--- config.mk ---
export PLATFORM = sky130hd
export DESIGN_NAME = fb_writer_flat
export DESIGN_NICKNAME = d
export VERILOG_FILES = /design/src/rtl/fb_pkg.sv /design/src/rtl/fb_writer_if.sv /design/src/rtl/fb_addr.sv /design/src/rtl/fb_writer.sv /design/src/flat_wrapper.sv
export SDC_FILE = /design/constraint.sdc
export NUM_CORES = 1
export LEC_CHECK = 0
export CORE_MARGIN = 10
export CORE_UTILIZATION = 49
export DETAILED_ROUTE_END_ITERATION = 10
export GPL_TIMING_DRIVEN = 0
export HOLD_SLACK_MARGIN = 0.03
export PLACE_DENSITY_LB_ADDON = 0.05
export SLEW_MARGIN = 20
export SYNTH_ARGS = -nofsm -noshare
export SYNTH_HDL_FRONTEND = slang
export SYNTH_SLANG_ARGS = --single-unit
export TNS_END_PERCENT = 100
--- constraint.sdc ---
create_clock -name clk -period 2.18 [get_ports clk]
set_input_delay 0.327 -clock clk [delete_from_list [all_inputs] [get_ports clk]]
set_output_delay 0.327 -clock clk [all_outputs]
set_load 0.05 [all_outputs]
--- src/rtl/fb_pkg.sv ---
`default_nettype none
// ============================================================================
// Module   : fb_pkg
// Purpose  : Framebuffer geometry, address width and writer FSM state
//            encoding, shared by the framebuffer writer and the VGA reader.
// Revision : 1.0 - initial release
// ============================================================================
package fb_pkg;

   localparam int unsigned WIDTH   = 640;            // pixels per line
   localparam int unsigned HEIGHT  = 400;            // lines per frame
   localparam int unsigned ADDR_W  = 18;             // framebuffer address width
   localparam int unsigned FB_SIZE = WIDTH * HEIGHT; // pixels per bank
   localparam int unsigned X_W     = 10;             // pixel x coordinate width
   localparam int unsigned Y_W     = 9;              // pixel y coordinate width

   typedef enum logic [1:0] {
      ST_CLEAR     = 2'd0,
      ST_DRAW      = 2'd1,
      ST_WAIT_SWAP = 2'd2
   } fb_state_t;

endpackage
`default_nettype wire

--- src/rtl/fb_writer_if.sv ---
`default_nettype none
// ============================================================================
// Module   : fb_writer_if
// Purpose  : Pixel handshake, frame control and back-buffer write port of the
//            framebuffer writer. The slave modport is the writer itself; the
//            master modport is the pixel producer / memory / VGA side.
// Revision : 1.0 - initial release
// ============================================================================
interface fb_writer_if #(
   parameter int unsigned ADDR_W = fb_pkg::ADDR_W
) ();

   // pixel handshake
   logic                    pix_valid;
   logic                    pix_ready;
   logic [fb_pkg::X_W-1:0]  pix_x;
   logic [fb_pkg::Y_W-1:0]  pix_y;
   logic                    pix_value;

   // frame control
   logic                    swap;
   logic                    frame_done;
   logic                    front_bank;
   logic                    draw_ready;

   // back-buffer write port
   logic                    write_en;
   logic [ADDR_W-1:0]       write_addr;
   logic                    write_data;

   modport slave (
      input  pix_valid, pix_x, pix_y, pix_value, swap, frame_done,
      output pix_ready, front_bank, draw_ready, write_en, write_addr, write_data
   );

   modport master (
      output pix_valid, pix_x, pix_y, pix_value, swap, frame_done,
      input  pix_ready, front_bank, draw_ready, write_en, write_addr, write_data
   );

endinterface
`default_nettype wire

--- src/rtl/fb_addr.sv ---
`default_nettype none
// ============================================================================
// Module   : fb_addr
// Purpose  : Registered pixel address generator. Turns an accepted (x, y)
//            into the linear address y*WIDTH+x one cycle later, together with
//            a write strobe that is only set for in-range coordinates.
// Revision : 1.0 - initial release
// ============================================================================
module fb_addr #(
   parameter int unsigned WIDTH  = fb_pkg::WIDTH,
   parameter int unsigned HEIGHT = fb_pkg::HEIGHT,
   parameter int unsigned ADDR_W = fb_pkg::ADDR_W
) (
   input  logic                   clk,
   input  logic                   rst_n,
   input  logic                   valid,
   input  logic [fb_pkg::X_W-1:0] x,
   input  logic [fb_pkg::Y_W-1:0] y,
   input  logic                   value,
   output logic                   we,
   output logic [ADDR_W-1:0]      addr,
   output logic                   data
);

   import fb_pkg::*;

   logic              in_range;
   logic [ADDR_W-1:0] lin_addr;

   // Coordinates are compared at full width so x/y values at or past the
   // geometry edge are caught rather than aliased.
   assign in_range = (32'(x) < WIDTH) && (32'(y) < HEIGHT);

   // Every operand is widened to ADDR_W before the multiply so the product of
   // in-range coordinates is never truncated.
   assign lin_addr = ADDR_W'(y) * ADDR_W'(WIDTH) + ADDR_W'(x);

   // One-cycle address pipeline; reset drops any write still in flight.
   always_ff @(posedge clk) begin
      if (!rst_n) begin
         we   <= 1'b0;
         addr <= '0;
         data <= 1'b0;
      end else begin
         we   <= valid & in_range;
         addr <= lin_addr;
         data <= value;
      end
   end

endmodule
`default_nettype wire

--- src/rtl/fb_writer.sv ---
`default_nettype none
// ============================================================================
// Module   : fb_writer
// Purpose  : Double-buffered framebuffer writer. Clears the back bank, then
//            accepts pixels from a producer until the frame is done, then
//            waits for the VGA frame-boundary swap to flip banks.
// Revision : 1.0 - initial release
// ============================================================================
module fb_writer #(
   parameter int unsigned WIDTH  = fb_pkg::WIDTH,
   parameter int unsigned HEIGHT = fb_pkg::HEIGHT,
   parameter int unsigned ADDR_W = fb_pkg::ADDR_W
) (
   input  logic       clk,
   input  logic       rst_n,
   fb_writer_if.slave bus
);

   import fb_pkg::*;

   localparam logic [ADDR_W-1:0] LAST_ADDR = ADDR_W'(WIDTH * HEIGHT - 1);

   fb_state_t         state;
   logic [ADDR_W-1:0] clr_cnt;
   logic [ADDR_W-1:0] clr_addr;
   logic              clr_we;
   logic              pix_ready_q;
   logic              draw_ready_q;
   logic              front_bank_q;

   logic              handshake;
   logic              pix_we;
   logic [ADDR_W-1:0] pix_addr;
   logic              pix_data;

   assign handshake = bus.pix_valid & pix_ready_q;

   fb_addr #(
      .WIDTH  (WIDTH),
      .HEIGHT (HEIGHT),
      .ADDR_W (ADDR_W)
   ) u_fb_addr (
      .clk   (clk),
      .rst_n (rst_n),
      .valid (handshake),
      .x     (bus.pix_x),
      .y     (bus.pix_y),
      .value (bus.pix_value),
      .we    (pix_we),
      .addr  (pix_addr),
      .data  (pix_data)
   );

   // Frame FSM with registered outputs: clear sweep, draw window, bank swap.
   always_ff @(posedge clk) begin
      if (!rst_n) begin
         state        <= ST_CLEAR;
         clr_cnt      <= '0;
         clr_addr     <= '0;
         clr_we       <= 1'b0;
         pix_ready_q  <= 1'b0;
         draw_ready_q <= 1'b0;
         front_bank_q <= 1'b0;
      end else begin
         clr_we <= 1'b0;
         case (state)
            ST_CLEAR: begin
               clr_we   <= 1'b1;
               clr_addr <= clr_cnt;
               // The counter parks on the last address; the next sweep
               // only starts from a fresh swap or reset.
               if (clr_cnt == LAST_ADDR) begin
                  state        <= ST_DRAW;
                  pix_ready_q  <= 1'b1;
                  draw_ready_q <= 1'b1;
               end else begin
                  clr_cnt <= clr_cnt + ADDR_W'(1);
               end
            end
            ST_DRAW: begin
               // A swap arriving with frame_done is left for WAIT_SWAP to
               // see on a later pulse.
               if (bus.frame_done) begin
                  state        <= ST_WAIT_SWAP;
                  pix_ready_q  <= 1'b0;
                  draw_ready_q <= 1'b0;
               end
            end
            ST_WAIT_SWAP: begin
               if (bus.swap) begin
                  front_bank_q <= ~front_bank_q;
                  clr_cnt      <= '0;
                  state        <= ST_CLEAR;
               end
            end
            default: begin
               state        <= ST_CLEAR;
               clr_cnt      <= '0;
               pix_ready_q  <= 1'b0;
               draw_ready_q <= 1'b0;
            end
         endcase
      end
   end

   // Merge the clear sweep and the pixel pipeline onto the single write port;
   // the two never overlap, the clear path simply wins the mux.
   always_comb begin
      bus.write_en   = clr_we | pix_we;
      bus.write_addr = clr_we ? clr_addr : pix_addr;
      bus.write_data = clr_we ? 1'b0 : pix_data;
   end

   assign bus.pix_ready  = pix_ready_q;
   assign bus.draw_ready = draw_ready_q;
   assign bus.front_bank = front_bank_q;

endmodule
`default_nettype wire

--- src/flat_wrapper.sv ---
// flat-port wrapper written by rule: the top's interface ports become plain ports
module fb_writer_flat import fb_pkg::*;
#(
   parameter int unsigned WIDTH  = fb_pkg::WIDTH,
   parameter int unsigned HEIGHT = fb_pkg::HEIGHT,
   parameter int unsigned ADDR_W = fb_pkg::ADDR_W
)
  (clk, rst_n, bus_pix_valid, bus_pix_x, bus_pix_y, bus_pix_value, bus_swap, bus_frame_done, bus_pix_ready, bus_front_bank, bus_draw_ready, bus_write_en, bus_write_addr, bus_write_data);
  fb_writer_if #(.ADDR_W(ADDR_W)) bus_i ();
  input  logic clk;
  input  logic rst_n;
  input wire logic [$bits(bus_i.pix_valid)-1:0] bus_pix_valid;
  input wire logic [$bits(bus_i.pix_x)-1:0] bus_pix_x;
  input wire logic [$bits(bus_i.pix_y)-1:0] bus_pix_y;
  input wire logic [$bits(bus_i.pix_value)-1:0] bus_pix_value;
  input wire logic [$bits(bus_i.swap)-1:0] bus_swap;
  input wire logic [$bits(bus_i.frame_done)-1:0] bus_frame_done;
  output wire logic [$bits(bus_i.pix_ready)-1:0] bus_pix_ready;
  output wire logic [$bits(bus_i.front_bank)-1:0] bus_front_bank;
  output wire logic [$bits(bus_i.draw_ready)-1:0] bus_draw_ready;
  output wire logic [$bits(bus_i.write_en)-1:0] bus_write_en;
  output wire logic [$bits(bus_i.write_addr)-1:0] bus_write_addr;
  output wire logic [$bits(bus_i.write_data)-1:0] bus_write_data;
  assign bus_i.pix_valid = bus_pix_valid;
  assign bus_i.pix_x = bus_pix_x;
  assign bus_i.pix_y = bus_pix_y;
  assign bus_i.pix_value = bus_pix_value;
  assign bus_i.swap = bus_swap;
  assign bus_i.frame_done = bus_frame_done;
  assign bus_pix_ready = bus_i.pix_ready;
  assign bus_front_bank = bus_i.front_bank;
  assign bus_draw_ready = bus_i.draw_ready;
  assign bus_write_en = bus_i.write_en;
  assign bus_write_addr = bus_i.write_addr;
  assign bus_write_data = bus_i.write_data;
  fb_writer #(.WIDTH(WIDTH), .HEIGHT(HEIGHT), .ADDR_W(ADDR_W)) u_core (.clk(clk), .rst_n(rst_n), .bus(bus_i));
endmodule
* Word-level counts from Yosys, hierarchy flattened
Index checks and enable logic that the tools add are counted.
** Word-level totals
- Flip-flop bits (word level) :: 61
- Word-level logic and storage cells :: 46
** Operators by class
- Equality and inequality tests :: 7
- Order comparisons :: 2
- Add/sub/neg operators :: 2
- Bitwise operators :: 6
- Multipliers :: 1
- Mux-type cells :: 13
- Reductions and logical operators :: 6
** Operators by type and width (number)
- 18-bit two-way mux :: 3
- 18-bit one-hot mux with 3 select lines :: 1
- 18-bit by 1-bit adder with 18-bit output (second input constant) :: 1
- 18-bit by 10-bit adder with 18-bit output :: 1
- 18-bit == test (second input constant) :: 1
- 9-bit by 3-bit multiplier with 11-bit output (second input constant) :: 1
- 10-bit < comparator (second input constant) :: 1
- 9-bit < comparator (second input constant) :: 1
- 3-bit AND reduction :: 3
- 2-bit two-way mux :: 3
- 2-bit inequality test (second input constant) :: 3
- 2-bit one-hot mux with 3 select lines :: 1
- 1-bit two-way mux :: 4
- 1-bit NOT :: 3
- 1-bit one-hot mux with 3 select lines :: 1
- 1-bit AND :: 2
- 2-bit by 1-bit == test with 1-bit output (second input constant) :: 1
- 2-bit == test (second input constant) :: 1
- 2-bit zero test :: 1
- 2-bit by 1-bit inequality test with 1-bit output (second input constant) :: 1
- 2-bit AND reduction :: 1
- 1-bit logical AND :: 1
- 1-bit bitwise OR :: 1

* Depth between registers and ports, before layout
Gate-level depths: netlist of the first run.
- Depth in word-level cells :: 3
- Mapped depth :: 10
- Depth with buffers taken out :: 10

* Cells and area by module
A second synthesis of the first run with hierarchy kept.
** Second synthesis, totals
- Cells, all modules :: 386
- Area total of the unflattened synthesis :: 3340.7 µm²
** Modules (own cells, without submodules)
- fb_writer :: cells each 261, sequential area each 820.8 µm², area an instance 2127.0 µm², instances 1
- fb_addr :: cells each 125, sequential area each 400.4 µm², area an instance 1213.7 µm², instances 1

* Worst setup path after synthesis of the first run
Ideal clock, no wire load.
- Path type :: input to register
- Start :: input port bus_pix_y[1]
- End :: register u_core.u_fb_addr.addr[17]
- Stages :: 10
- Library setup time :: 124 ps
- Buffers on the path :: 0
- Path slack :: -130 ps
- Arrival :: 2186 ps
- Cell sequence :: ha_1 ha_1 inv_1 fa_1 nand2b_1 a21oi_1 xor2_1 nand3_1 o32ai_1 nand2_1
** Between the ends
- Word-level cells in the longest chain between the ends :: 2
** Ends and longest elaborated chain
- start, declared :: RTL line flat_wrapper.sv:14 : input wire logic [$bits(bus_i.pix_y)-1:0] bus_pix_y;
- 9-bit by 3-bit multiplier with 11-bit output :: RTL line fb_addr.sv:36 : assign lin_addr = ADDR_W'(y) * ADDR_W'(WIDTH) + ADDR_W'(x);
- 18-bit by 10-bit adder with 18-bit output :: RTL line fb_addr.sv:36
- end signal, assigned :: RTL line fb_addr.sv:46 : addr <= lin_addr;
- end, declared :: RTL line fb_addr.sv:21 : output logic [ADDR_W-1:0] addr,
Every way passes these cells.
A chain may end at the register's enable or synchronous reset.

* Final worst setup path of the first run
- Start :: input port bus_pix_y[0]
- End :: register u_core.u_fb_addr.addr[17]
Same word-level chain as after synthesis.

==> impl_metrics.ini, run 1 <==
[worst_setup_path]
path_cells = dlygate4sd2_1 -> ha_2 -> ha_4 -> inv_2 -> fa_2 -> nand2b_4 -> a21oi_2 -> a311oi_2 -> buf_4 -> a2111o_1 -> nand2_1
cp.arrival_ns = 2.39
rr_endpoint = u_core.clr_cnt[17]
crit_buf_inv = 3
rrSetupSlack_ns = 0.16
rr_startpoint = u_core.clr_cnt[0]
critical_path_class = input pin to flip-flop
slowest_delay_ns = 0.37
setup.worst_path.end_class = flip-flop
critPathRequiredTime_ns = 2.46
r2r_cells = 8
cpLargestDelayFamily = adder cells
crit_start = bus_pix_y[0]
startpoint_type = input pin
cpMaxStageDelayCell = a2111o_1
path_max_fanout = 3

[cts]
root_buffer = clkbuf_8
clk_pin_slew_ns = 0.06
clk_latency_ns = 0.34
hold_buffers = 0
cts-buffers-inserted = 9
cts.path.max_buffers = 2
clock_sinks = 61
h-tree-depth = 3
cts_tree = yes

[floorplan]
num_rows = 29
die_h_um = 101
die_x_um = 101
pin_count = 48
die-area_um2 = 10300
core-area_um2 = 6390
start_util_pct = 50.7

[logic_synthesis]
syn-num-nets = 416
synth.area.top_cells = dfxtp_1 (38%), ha_1 (7.0%), mux2_2 (6.3%)
synthCells = 371
synth.most_common_cell = dfxtp_1
synth_async_sr_flop_share_pct = 0
ys_seq_area_share_pct = 37.7
synth.top_cell.area_share_pct = 37.7
synth_top_area_cell = dfxtp_1
synth_edf_count = 0
synth_cell_types = 51
syn_area_um2 = 3240
synth.avg_cell_area_um2 = 8.73
yosysWarningCount = 0
ys_seq_elements = 61
synth_common_cells = dfxtp_1 (61), nand2_1 (51), nor2_1 (29)
ys.flop_type = dfxtp_1

[routing]
drcViolationCount = 0
wire_per_inst_um = 15.7
drt-initial-drc-count = 85
routed_wl_mm = 8.14
dr_total_vias = 2802
ant_nets = 0
drt-pass1-iter-count = 4
routed_via_density = 5.41

[final_layout]
fin_nets = 481
instances_no_fill = 518
syn2layout_area_growth_pct = 33.3
fin_area_um2 = 4320
fill_cells = 541
antenna_cells = 0
drive_gt1_share_pct = 21.1

[pwr]
power_density_nw_per_um2 = 690
peakVddDrop_mv = 0.500
p_leak_nw = 1.71
finalPower_mw = 2.98

[sta]
fin_crit_ns = 2.12
setup_viol = 0
period_share_pct = 97.1
tightest_slew_ns = 0.607
clock.fmax_mhz = 473
timing.final.max_slew_violations = 0
finClkSkew_ns = 0.00582
holdWs_ns = 0.334
relSlewSlack_pct = 59.6
hold_viol = 0

[place]
dp_cells = 495
portBuffers = 47
gp_congestion = 0.807
placed_area_um2 = 3850
dpl.hpwl_mm = 5.81

[global_routing]
grt_max_degree = 11
grtUsageTotal_pct = 16.2
grt_pass1_wl_mm = 13.5
first_global_vias = 2865
antenna_found_initial = 0
grt_overflow = 0

[min_path]
worstHoldStart = bus_pix_y[7]
min_path_type = input pin to flip-flop
holdPathStages = 2
hold_end = u_core.u_fb_addr.we

[run_status]
status = finished clean

[job]
drv_cap = 0
-- layer usage --
metal,wire length [µm],track usage [%],up-vias
met5,0,0,-
met4,108,5.79,0
met3,301,4.56,11
met2,4160,28.6,48
met1,3560,18.2,1334
li1,-,-,1409
-- power by group --
part	internal [mW]	switching [mW]	total, mW	leakage (nW)
Sequential	1.16	0.0169	1.18	0.498
Clock	0.703	0.423	1.13	0.116
Combinational	0.308	0.366	0.674	1.10
-- flip-flops by register name, indices dropped and copies added (netlist names) --
name and count:
u_core.clr_addr 18, u_core.clr_cnt 18, u_core.u_fb_addr.addr 18, u_core.state 2
u_core.bus.front_bank 1, u_core.bus.pix_ready 1, u_core.clr_we 1, u_core.u_fb_addr.data 1
u_core.u_fb_addr.we 1
-- cell type report --
cell class / instances / area (µm²) / area share [%]
Multi-Input combinational cell: 281 / 2170 / 50.2
Sequential cell: 61 / 1220 / 28.3
Timing Repair Buffer: 54 / 479 / 11.1
Clock buffer: 12 / 155 / 3.59
Tap cell: 77 / 96.3 / 2.23
Buffer: 16 / 78.8 / 1.83
Clock inverter: 4 / 70.1 / 1.62
Inverter: 13 / 48.8 / 1.13
-- through the flow --
step | setup TNS [ns] | worst slack, ns | util [%]
floorplan | -0.0480 | -0.0480 | -
global placement | -3.98 | -0.817 | 60.3
detailed placement | -4.26 | -0.854 | 60.3
CTS | -0.0406 | -0.0406 | 66.8
global route | -0.0125 | -0.0114 | 67.6
finish | 0 | 0.0643 | 67.6
-- worst max-delay path by stage --
stage	end	slack (ns)	cells past startpoint
4_1_cts	u_core.u_fb_addr.addr[17]	-0.04	9
3_3_place_gp	u_core.u_fb_addr.addr[17]	-0.82	11
6_report	u_core.u_fb_addr.addr[17]	0.06	11
2_1_floorplan	u_core.u_fb_addr.addr[17]	-0.05	10
5_1_grt	u_core.u_fb_addr.addr[17]	-0.01	11
3_5_place_dp	u_core.u_fb_addr.addr[17]	-0.85	11
-- logic make-up after synthesis --
group / count (synthesis) / synth area share [%]
AOI/OAI and AO/OA: 66 / 13.7
xor gates and xnor gates: 20 / 5.41
adders and majority gates: 20 / 8.19
buffers and inverters: 29 / 3.86
DFF: 61 / 37.7
muxes: 20 / 6.88
and+or+nand+nor: 155 / 24.3
-- cells in the final DEF, fill, tap and decap left out, types with 14 or more instances in the layout --
cell type / count
mux2_2: 18
o21ai_0: 14
nand2_1: 51
clkdlybuf4s50_1: 18
nor2_1: 29
dlygate4sd2_1: 23
a21boi_0: 18
and2_1: 16
dfxtp_1: 61
-- what timing repair did --
item / CTS / global route
pin swaps: 13 / 12
endpoints found under the setup margin: 24 / 8
gates resized for setup: 62 / 16
hold endpoints to repair: 0 / 0
buffers inserted: 5 / 2
No activity file was read; power rests on OpenSTA's default activity.
==> run 2: changes to the inputs <==
ABC_AREA = 1   (was default)
CORE_UTILIZATION = 55   (was 49)
PLACE_DENSITY_LB_ADDON = 0.08   (was 0.05)
clock period = 2.6 ns   (was 2.18 ns; I/O delays follow)
==> run 2 against run 1 <==
Global-route usage rose by 1.3 points. Die area fell by 4.7%. Clock power fell by 15%. Cell area fell by 2.0%. Critical path type unchanged.
==> impl_metrics.ini, run 2 <==
[worst_setup_path]
startpoint_type = input pin
critical_path_class = input pin to flip-flop
path_cells = clkdlybuf4s50_1 -> ha_1 -> ha_1 -> inv_1 -> fa_1 -> nor2_2 -> nand3b_1 -> a21oi_2 -> nand3_2 -> nor2_4 -> nand2_1 -> nand2_1 -> nor2_1
cpLargestDelayFamily = adder cells
slowest_delay_ns = 0.49
rr_startpoint = u_core.clr_cnt[0]
critPathRequiredTime_ns = 2.84
crit_end = u_core.u_fb_addr.addr[16]
rr_endpoint = u_core.clr_cnt[9]
cp.arrival_ns = 2.74
rrSetupSlack_ns = 0.64
cpMaxStageDelayCell = clkdlybuf4s50_1
setup.worst_path.end_class = flip-flop
crit_start = bus_pix_y[3]
path_max_fanout = 3
crit_buf_inv = 2
r2r_cells = 10
path_depth = 13

[logic_synthesis]
synth_common_cells = nand2_1 (160), nor2_1 (63), dfxtp_1 (61), inv_1 (52), nand3_1 (35)
ys_seq_elements = 61
synth.area.top_cells = dfxtp_1 (36%), nand2_1 (18%), nor2_1 (6.9%)
synth.most_common_cell = nand2_1
synth.top_cell.area_share_pct = 35.7
yosysWarningCount = 0
synth_async_sr_flop_share_pct = 0
syn-num-nets = 557
syn_area_um2 = 3420
synth.avg_cell_area_um2 = 6.68
synth_edf_count = 0
ys_seq_area_share_pct = 35.7
synth_cell_types = 32
ys.flop_type = dfxtp_1
synthCells = 512
synth_top_area_cell = dfxtp_1

[place]
dpl.hpwl_mm = 6.58
placed_area_um2 = 3990
gp_congestion = 0.936
portBuffers = 47

[final_layout]
drive_gt1_share_pct = 7.29
fin_area_um2 = 4230
fin_util_pct = 70.7
final_cell_mix = nand2_1 (160), nor2_1 (61), dfxtp_1 (61)
antenna_cells = 0
reg.largest.list = u_core.clr_addr: 18 flops, u_core.clr_cnt: 18 flops, u_core.u_fb_addr.addr: 18 flops
fin_nets = 616
final_common_cell = nand2_1
syn2layout_area_growth_pct = 23.7

[sta]
finalSetupTns_ns = 0
clock.fmax_mhz = 400
fin_crit_ns = 2.50
period_share_pct = 96.1
hold_viol = 0
finClkSkew_ns = 0.0108
timing.final.max_slew_violations = 0
rsz0062_at_grt = yes
tightest_slew_ns = 0.674
relSlewSlack_pct = 55.1
setup_viol = 0

[pwr]
power_density_nw_per_um2 = 556
power_frac_seq_pct = 41.9
p_leak_nw = 1.99
p_int_mw = 1.69
switching_share_pct = 28.5
switchingPower_uw = 671
combPwrFrac_pct = 17.6
power_frac_clock_pct = 40.5
peakVddDrop_mv = 0.411

[cts]
h-tree-depth = 3
cts.path.max_buffers = 2
clock_sinks = 61
clk_latency_ns = 0.35
cts_tree = yes
hold_buffers = 0
clk_pin_slew_ns = 0.07
cts-buffers-inserted = 9
root_buffer = clkbuf_8

[global_routing]
antenna_found_initial = 0
grt_max_degree = 12
grt_overflow = 0
grtUsageTotal_pct = 17.5
grt_pass1_wl_mm = 14.4
first_global_vias = 3158

[floorplan]
die_h_um = 98.9
start_util_pct = 57.1
num_rows = 28
pin_count = 48
core-area_um2 = 5990
die-area_um2 = 9780
die_x_um = 98.9

[min_path]
min_path_type = flip-flop to flip-flop
worstHoldStart = u_core.clr_cnt[16]

[routing]
drt-initial-drc-count = 187
drt-pass1-iter-count = 5
routed_via_density = 5.15
ant_nets = 0
dr_total_vias = 3352
drcViolationCount = 0
wire_per_inst_um = 13.2
routed_wl_mm = 8.62

[job]
drv_cap = 0

[run_status]
status = finished clean
==> run 2: cell types whose count changed after synthesis, sizes merged, moves of 9 or more <==
cell and delta:
o21ai +10, nor2 +38, inv +40, xnor2 -12, and2 -15, nand2 +114, nand3 +29, or3 -10
nor2b -9, mux2 -18, a21boi -18, a21oi +28
==> run 2: worst min-delay path by stage <==
stage,endpoint,depth (start not counted)
5_1_grt,u_core.clr_cnt[16],2
4_1_cts,u_core.clr_cnt[16],2
6_report,u_core.clr_cnt[16],2
3_3_place_gp,u_core.bus.front_bank,2
3_5_place_dp,u_core.clr_cnt[16],2
2_1_floorplan,u_core.clr_addr[14],2
==> run 2: logic make-up after synthesis <==
group | after synthesis | share of synthesized area (%)
adder cells (fa/ha/maj) | 20 | 7.75
AO/OA/AOI/OAI | 72 | 11.6
buffers and inverters | 70 | 8.15
XOR/XNOR | 6 | 1.54
flip-flops | 61 | 35.7
AND/OR/NAND/NOR | 283 | 35.3
==> run 2: cell type report <==
class	instances	area, µm²
buffer	15	72.6
clock buffer	10	138
clock inverter	6	86.3
fill	524	1760
inverter	55	206
multi-input combinational	381	1940
sequential	61	1220
tap	75	93.8
timing repair buffer	48	475
==> run 2: per-stage QoR <==
step / worst slack, ns / hold WS, ns / total power, mW / cells
2_1_floorplan: 0.336 / 0.467 / 1.28 / 512
3_3_place_gp: -0.329 / 0.492 / 1.41 / 634
3_5_place_dp: -0.391 / 0.505 / 1.42 / 634
4_1_cts: 0.00805 / 0.516 / 2.36 / 650
5_1_grt: -0.0497 / 0.540 / 2.46 / 651
6_report: 0.102 / 0.513 / 2.36 / 651
==> run 2: power by group through the flow <==
stage | Sequential, mW | Clock [mW] | Combinational (mW)
after floorplan | 1.00 | 0 | 0.274
after global placement | 1.01 | 0 | 0.404
after detailed placement | 1.01 | 0 | 0.410
after CTS | 0.987 | 0.969 | 0.407
after global routing | 0.991 | 1.01 | 0.463
final | 0.987 | 0.955 | 0.414
==> run 2: worst reg2reg max path: stages, from the launching register on <==
cell and delay, ns:
dfxtp_1 0.48, ha_1 0.27, inv_1 0.11, nor2_4 0.21, nand2_4 0.11, nor2_8 0.15
nand2_4 0.09, nand2_4 0.14, buf_8 0.15, nand2_1 0.07, a21oi_2 0.12
==> run 2: per-layer routing <==
metal	track usage, %	up-vias	wire length [µm]
met5	0	-	0
met1	20.7	1514	3910
li1	-	1745	-
met4	7.83	0	172
met2	29.4	80	4140
met3	3.77	13	404
==> run 2: what timing repair did <==
| item | CTS | global route |
|---|---|---|
| endpoints found under the setup margin | 9 | 4 |
| pin swaps | 0 | 3 |
| buffers inserted | 0 | 1 |
| resized for setup | 9 | 7 |
